## config.mk

```make
export PLATFORM = sky130hd
export DESIGN_NAME = key_bounce_gen
export DESIGN_NICKNAME = d
export VERILOG_FILES = /design/src/rtl/key_pkg.sv /design/src/rtl/lfsr16.sv /design/src/rtl/key_bounce_gen.sv
export SDC_FILE = /design/constraint.sdc
export NUM_CORES = 1
export LEC_CHECK = 0
export CORE_MARGIN = 4
export CORE_UTILIZATION = 47
export DETAILED_ROUTE_END_ITERATION = 7
export PLACE_DENSITY = 0.69
export REMOVE_ABC_BUFFERS = 1
export SLEW_MARGIN = 40
export SYNTH_ARGS = -nofsm -noshare
export SYNTH_HDL_FRONTEND = slang
export SYNTH_SLANG_ARGS = --single-unit
```

## constraint.sdc

```tcl
create_clock -name clk -period 2.8 [get_ports clk]
set_input_delay 0.28 -clock clk [delete_from_list [all_inputs] [get_ports clk]]
set_output_delay 0.28 -clock clk [all_outputs]
set_load 0.02 [all_outputs]
```

## src/rtl/key_pkg.sv

```systemverilog
// rtl/key_pkg.sv - shared state encoding, LFSR taps and seed defaults for key_bounce_gen
package key_pkg;

    typedef enum logic [1:0] {
        ST_IDLE   = 2'd0,
        ST_BOUNCE = 2'd1,
        ST_HOLD   = 2'd2
    } state_e;

    // Feedback taps for x^16 + x^14 + x^13 + x^11 + 1 (bits 15, 13, 12, 10)
    localparam logic [15:0] LFSR_TAPS    = 16'hB400;
    localparam logic [15:0] DEFAULT_SEED = 16'hACE1;

    // An all-zero LFSR never leaves zero, so substitute the default seed
    function automatic logic [15:0] fix_seed(input logic [15:0] seed);
        return (seed == 16'h0000) ? DEFAULT_SEED : seed;
    endfunction

endpackage

```

## src/rtl/lfsr16.sv

```systemverilog
// rtl/lfsr16.sv - free-running 16-bit Fibonacci LFSR used for random bounce gaps
module lfsr16
    import key_pkg::*;
(
    input  logic        clk,
    input  logic        reset,
    input  logic [15:0] seed,
    output logic [15:0] q
);

    logic [15:0] q_q;
    logic        fb;

    assign fb = ^(q_q & LFSR_TAPS);
    assign q  = q_q;

    // Shift every cycle; feedback enters at bit 0
    always_ff @(posedge clk or posedge reset) begin
        if (reset) begin
            q_q <= fix_seed(seed);
        end else begin
            q_q <= {q_q[14:0], fb};
        end
    end

endmodule

```

## src/rtl/key_bounce_gen.sv

```systemverilog
// rtl/key_bounce_gen.sv - bouncing key emulator; KEY_BOUNCE_RANDOM_EN selects LFSR-driven gaps
module key_bounce_gen
    import key_pkg::*;
#(
    parameter int          BOUNCE_CNT = 50,
    parameter int          GAP_W      = 16,
    parameter int          HOLD_CYC   = 1250000,
    parameter logic [15:0] SEED       = 16'hACE1
) (
    input  logic clk,
    input  logic reset,
    input  logic cmd_valid,
    input  logic cmd_level,
    output logic cmd_ready,
    output logic key_out,
    output logic busy,
    output logic done
);

    localparam int GAP_CW = GAP_W + 1;
    localparam int TGL_W  = $clog2(BOUNCE_CNT + 1);
    localparam int HOLD_W = $clog2(HOLD_CYC + 1);

    localparam logic [TGL_W-1:0]  LAST_TGL  = TGL_W'(BOUNCE_CNT - 1);
    localparam logic [HOLD_W-1:0] HOLD_LOAD = HOLD_W'(HOLD_CYC);

    state_e              state_q, state_d;
    logic                key_q, key_d;
    logic                busy_q, busy_d;
    logic                done_q, done_d;
    logic                rdy_q, rdy_d;
    logic                level_q, level_d;
    logic [GAP_CW-1:0]   gap_q, gap_d;
    logic [TGL_W-1:0]    tgl_q, tgl_d;
    logic [HOLD_W-1:0]   hold_q, hold_d;
    logic [GAP_CW-1:0]   gap_next;

`ifdef KEY_BOUNCE_RANDOM_EN
    logic [15:0] lfsr_q;

    lfsr16 u_lfsr (
        .clk   (clk),
        .reset (reset),
        .seed  (SEED),
        .q     (lfsr_q)
    );

    assign gap_next = {1'b0, lfsr_q[GAP_W-1:0]} + GAP_CW'(1);
`else
    assign gap_next = GAP_CW'(1) << GAP_W;
`endif

    assign cmd_ready = rdy_q;
    assign key_out   = key_q;
    assign busy      = busy_q;
    assign done      = done_q;

    // State and output registers; reset aborts any transition without a done pulse
    always_ff @(posedge clk or posedge reset) begin
        if (reset) begin
            state_q <= ST_IDLE;
            key_q   <= 1'b1;
            busy_q  <= 1'b0;
            done_q  <= 1'b0;
            rdy_q   <= 1'b1;
            level_q <= 1'b1;
            gap_q   <= '0;
            tgl_q   <= '0;
            hold_q  <= '0;
        end else begin
            state_q <= state_d;
            key_q   <= key_d;
            busy_q  <= busy_d;
            done_q  <= done_d;
            rdy_q   <= rdy_d;
            level_q <= level_d;
            gap_q   <= gap_d;
            tgl_q   <= tgl_d;
            hold_q  <= hold_d;
        end
    end

    // Next-state logic: outputs are computed one edge ahead so they come straight off flops
    always_comb begin
        state_d = state_q;
        key_d   = key_q;
        busy_d  = busy_q;
        done_d  = 1'b0;
        rdy_d   = rdy_q;
        level_d = level_q;
        gap_d   = gap_q;
        tgl_d   = tgl_q;
        hold_d  = hold_q;

        unique case (state_q)
            ST_IDLE: begin
                if (cmd_valid && rdy_q) begin
                    level_d = cmd_level;
                    busy_d  = 1'b1;
                    rdy_d   = 1'b0;
                    if (cmd_level != key_q) begin
                        state_d = ST_BOUNCE;
                        gap_d   = gap_next;
                        tgl_d   = '0;
                    end else begin
                        state_d = ST_HOLD;
                        hold_d  = HOLD_LOAD;
                    end
                end
            end

            ST_BOUNCE: begin
                if (gap_q <= GAP_CW'(1)) begin
                    tgl_d = tgl_q + TGL_W'(1);
                    if (tgl_q == LAST_TGL) begin
                        // Final edge lands on the requested level rather than blindly inverting
                        key_d   = level_q;
                        gap_d   = '0;
                        state_d = ST_HOLD;
                        hold_d  = HOLD_LOAD;
                    end else begin
                        key_d = ~key_q;
                        gap_d = gap_next;
                    end
                end else begin
                    gap_d = gap_q - GAP_CW'(1);
                end
            end

            ST_HOLD: begin
                if (hold_q <= HOLD_W'(1)) begin
                    hold_d  = '0;
                    done_d  = 1'b1;
                    busy_d  = 1'b0;
                    rdy_d   = 1'b1;
                    state_d = ST_IDLE;
                end else begin
                    hold_d = hold_q - HOLD_W'(1);
                end
            end

            default: begin
                state_d = ST_IDLE;
                busy_d  = 1'b0;
                rdy_d   = 1'b1;
            end
        endcase
    end

endmodule

```

# Word level (Yosys, flattened, before mapping)
# Cells that the tools add are included.
[totals]
in_bits = 4
output_inout_bits = 4
wordCells = 67
register_bits = 51
[op_classes]
addsub = 3
n_bitwise = 2
eq_ne = 10
muxes = 30
n_reduce_logical = 11
order_cmp = 2
[op_table]
columns = ["cell", "n"]
rows = [
  ["$mux W21", 5],
  ["$mux W17", 4],
  ["$pmux W21 S3", 1],
  ["$pmux W17 S2", 1],
  ["$le A21 B1 Y1 const B", 1],
  ["$sub A21 B1 Y21 const B", 1],
  ["$mux W6", 3],
  ["$le A17 B1 Y1 const B", 1],
  ["$sub A17 B1 Y17 const B", 1],
  ["$ne A2 B2 Y1 const B", 6],
  ["$pmux W6 S2", 1],
  ["$mux W2", 5],
  ["$reduce_and A4 Y1", 2],
  ["$mux W1", 7],
  ["$add A6 B1 Y6 const B", 1],
  ["$eq A6 B6 Y1 const B", 1],
  ["$pmux W1 S3", 2],
  ["$pmux W2 S3", 1],
  ["$reduce_and A3 Y1", 2],
  ["$reduce_and A5 Y1", 1],
  ["$reduce_and A2 Y1", 2],
  ["$reduce_bool A3 Y1", 1],
  ["$eq A2 B1 Y1 const B", 1],
  ["$eq A2 B2 Y1 const B", 1],
  ["other kinds (5)", 6],
]

# Depth between registers and ports, before layout
[logic_depth]
depth_word = 4
mapped_depth = 9
mapped_depth_nobuf = 7

# Worst setup path before layout
# No wires, ideal clock.
[synth_path]
path_kind = "register -> register"
from = "register hold_q[14]"
to = "register hold_q[20]"
t_required_ns = 2.677
slack_ns = 0.676
period_less_slack_ns = 2.124
arrival_time_ns = 2.001
stages_incl_launch_ff = 6
path_buffers = 1
setup_time_ns = 0.123
cell_sequence = "dfrtp_1 or4_4 or3_4 or3_1 buf_6 o221a_1"
[synth_between]
elab_chain_len = 3
elab_cells_between_ends = 4
cone_classes = "1 x add/sub; 1 x order compare; 2 x mux"
[synth_rtl]
columns = ["item", "line_no", "text"]
rows = [
  ["start, declared", "key_bounce_gen.sv:35", "logic [HOLD_W-1:0] hold_q, hold_d;"],
  ["start signal, assigned", "key_bounce_gen.sv:79", "hold_q <= hold_d;"],
  ["$sub A21 B1 Y21 / $le A21 B1 Y1 (equally long branches)", "key_bounce_gen.sv:138, key_bounce_gen.sv:131", ""],
  ["$mux W21 *", "key_bounce_gen.sv:131", "if (hold_q <= HOLD_W'(1)) begin"],
  ["$pmux W21 S3 *", "key_bounce_gen.sv:95", "unique case (state_q)"],
]
# Mark *: on every way between the ends. The rest lies on a longest branch, timed or not.
# A chain may end at the register's enable or synchronous reset.

# Worst setup path after layout
[layout_path]
from = "register gap_q[10]"
to = "register hold_q[7]"
[layout_between]
elab_chain_len = 3
[layout_rtl]
columns = ["item", "line_no", "text"]
rows = [
  ["start, declared", "key_bounce_gen.sv:33", "logic [GAP_CW-1:0] gap_q, gap_d;"],
  ["start signal, assigned", "key_bounce_gen.sv:77", "gap_q <= gap_d;"],
  ["$le A17 B1 Y1", "key_bounce_gen.sv:113", "if (gap_q <= GAP_CW'(1)) begin"],
  ["$ne A2 B2 Y1 (no source line)", "--", ""],
  ["$reduce_and A5 Y1 (no source line)", "--", ""],
]
# Every way passes these cells.

==> metrics.yaml <==
sta:
  fin_skew_ps: 9.75
  holdWs_ps: 289
  setup_tns_ps: 0
  maxSlewViolCount: 0
  rsz0062_at_grt: "false"
  setup_viol: 0
  fin_crit_sh_pct: 89.7
  final.min_clock_period_ps: 2510
  worst_slew_pin_slew_ps: 670
  relSlewSlack_pct: 55.3
  hold_viol: 0
  fmax_mhz: 398
logic_synthesis:
  synth_cells: 306
  synth_area_leaders: "dfrtp_1, nor2_1, xor2_1"
  synth-edff-count: 0
  ys_seq_elements: 51
  synth_flop_cell: "dfrtp_1"
  synth.distinct_cells: 60
  ys_warn_count: 0
  synth_top_area_share_pct: 40.6
  yosys.area.top_type: "dfrtp_1"
  ys_async_sr_fraction_pct: 100
  netlist_area_sq_um: 2960
  postSynthAreaPerCell_sq_um: 9.67
  yosysSeqAreaShare_pct: 43.3
floorplanning:
  core-area_sq_um: 6030
  ios: 8
  die_area_sq_um: 7630
  start_util_pct: 49.1
  fp.dieH_um: 87.3
  die_w_um: 87.3
  row_count: 28
placed_design:
  gp_congestion: 0.845
  dp.cells: 380
  io_buffers: 7
  hpwlAfterDp_um: 4120
route:
  initialDrtViolationCount: 116
  detail_route.wl_per_cell_um: 15.6
  first_pass_iters: 4
  detail-route-antenna-nets: 0
  dr_total_vias: 2269
  drt-total-wl_um: 6050
  drc: 0
  viasPerCell: 5.85
finish:
  layout-drive-gt1-share_pct: 12.1
  final_cell_mix: "dfrtp_1, nor2_1, nor3_1, inv_1, xor2_1"
  syn_to_final_growth_pct: 8.29
  instances_no_fill: 388
  antennaDiodeCount: 0
  fin_nets: 322
  layout_commonest_cell: "dfrtp_1"
  final_util_pct: 53.2
worst_setup_path:
  cp-end-kind: "flop"
  cp.required_ps: 3030
  crit_fanout: 16
  crit_type: "reg2reg"
  startpoint_type: "flop"
  worstPathArrival_ps: 2750
cts:
  numCtsBuffers: 5
  cts_setup_buffers: 0
  clk_path_buf_depth: 2
  clk_latency_ps: 310
  cts_tree: "done"
  clk_pin_slew_ps: 100
  cts.htree.levels: 2
  cts.repair.resized: 0
  cts_root_buf: "clkbuf_8"
  holdBufCountCts: 0
  cts.sinks: 51
grt:
  antenna_found_initial: 0
  grt_pass1_wl_um: 10800
  grt_pass1_vias: 2304
  grt_max_degree: 32
  grt.total_usage_pct: 17.8
  grt-ovfl-total: 0
worst_hold_path:
  hold_path_class: "in2async"
outcome:
  status: "finished clean"
power_and_ir_drop:
  p_per_area_nw_per_um2: 408
  power_mw: 1.31
  p_leak_nw: 1.42
  vdd_drop_max_mv: 0.256
run:
  timing.max_cap.violations: 0
==> through the flow <==
step                cell area, sq um  setup WS, ps
global route                    3200           154
detailed placement              3090           312
CTS                             3200           271
floorplan                       2860           500
global placement                3090           395
finish                          3200           287
==> final cells by class <==
class / count / area (sq um)
Clock buffer: 5 / 68.8
Clock inverter: 3 / 47.5
Fill cell: 541 / 2820
Inverter: 17 / 63.8
Multi-Input combinational cell: 223 / 1510
Sequential cell: 51 / 1280
Tap cell: 75 / 93.8
Timing Repair Buffer: 14 / 135
==> path summary, 6_finish.rpt <==
path,from,end,slack (ps),cells after the start
min in group clk,hold_q[12]$_DFFE_PP0P_,hold_q[12]$_DFFE_PP0P_,530,1
setup / recovery,gap_q[10]$_DFFE_PP0P_,hold_q[7]$_DFFE_PP0P_,290,6
max in group asynchronous,reset,hold_q[15]$_DFFE_PP0P_,1980,3
hold reg to reg,hold_q[12]$_DFFE_PP0P_,hold_q[12]$_DFFE_PP0P_,530,1
hold / removal,reset,gap_q[0]$_DFFE_PP0P_,290,2
setup reg to reg,gap_q[10]$_DFFE_PP0P_,hold_q[7]$_DFFE_PP0P_,290,6
==> layer usage <==
| metal | up-vias | part of all wire, % | GRT usage [%] |
|---|---|---|---|
| li1 | 1123 | - | - |
| met1 | 1110 | 49 | 23.7 |
| met2 | 22 | 47 | 29.0 |
| met3 | 14 | 2.0 | 3.31 |
| met4 | 0 | 1.8 | 6.28 |
| met5 | - | 0 | 0 |
==> critical path, stage by stage, from the launching register on <==
cell       delay (ps)
dfrtp_1           480
nor4_4            330
o2111ai_2         240
o31a_1            400
or2_1             490
buf_4             260
a211oi_2          220
==> power by group <==
group	switching [mW]	internal (mW)	total, mW	leakage [nW]
clock network	0.274	0.271	0.546	0.0587
logic	0.0165	0.00711	0.0236	0.745
registers	0	0.736	0.736	0.613
==> synth_stat cells, types with 2 or more instances <==
cell and n:
o31a_1 2, a22o_1 2, ha_1 6, nor2b_1 2, xnor2_1 4, nand2b_1 2
nand2_1 12, a211o_1 2, mux2_2 2, or2_1 2, dfrtp_1 48, xor2_1 16
a221o_1 4, dfstp_2 3, a211oi_2 5, o31ai_1 4, nand4b_1 5, buf_2 2
nand3b_1 2, a2bb2oi_1 2, buf_6 4, or4_1 7, nor4_1 6, o21ai_0 8
or3b_2 2, inv_1 17, o211ai_1 2, and3_1 2, nor2_1 43, o2bb2ai_1 3
nor3_1 24, nand3_1 9, a21o_1 2, nand4_1 6, mux2i_1 2, nor4_2 2
clkbuf_1 8, a21oi_1 8, or3_1 3
==> cells by family after synthesis <==
| group | count (synthesis) | synth area share, % |
|---|---|---|
| fa+ha+maj | 6 | 2.54 |
| buf+inv | 32 | 5.54 |
| xor+xnor | 20 | 5.92 |
| simple gates | 137 | 25.6 |
| mux | 4 | 1.44 |
| flops | 51 | 43.3 |
| compound gates | 56 | 15.7 |
==> flip-flops by register name (all words and copies together) (netlist names) <==
register	flops
level_q	1
gap_q	17
cmd_ready	1
busy	1
tgl_q	6
state_q	2
hold_q	21
key_out	1
done	1
No activity file was read; power rests on OpenSTA's default activity.
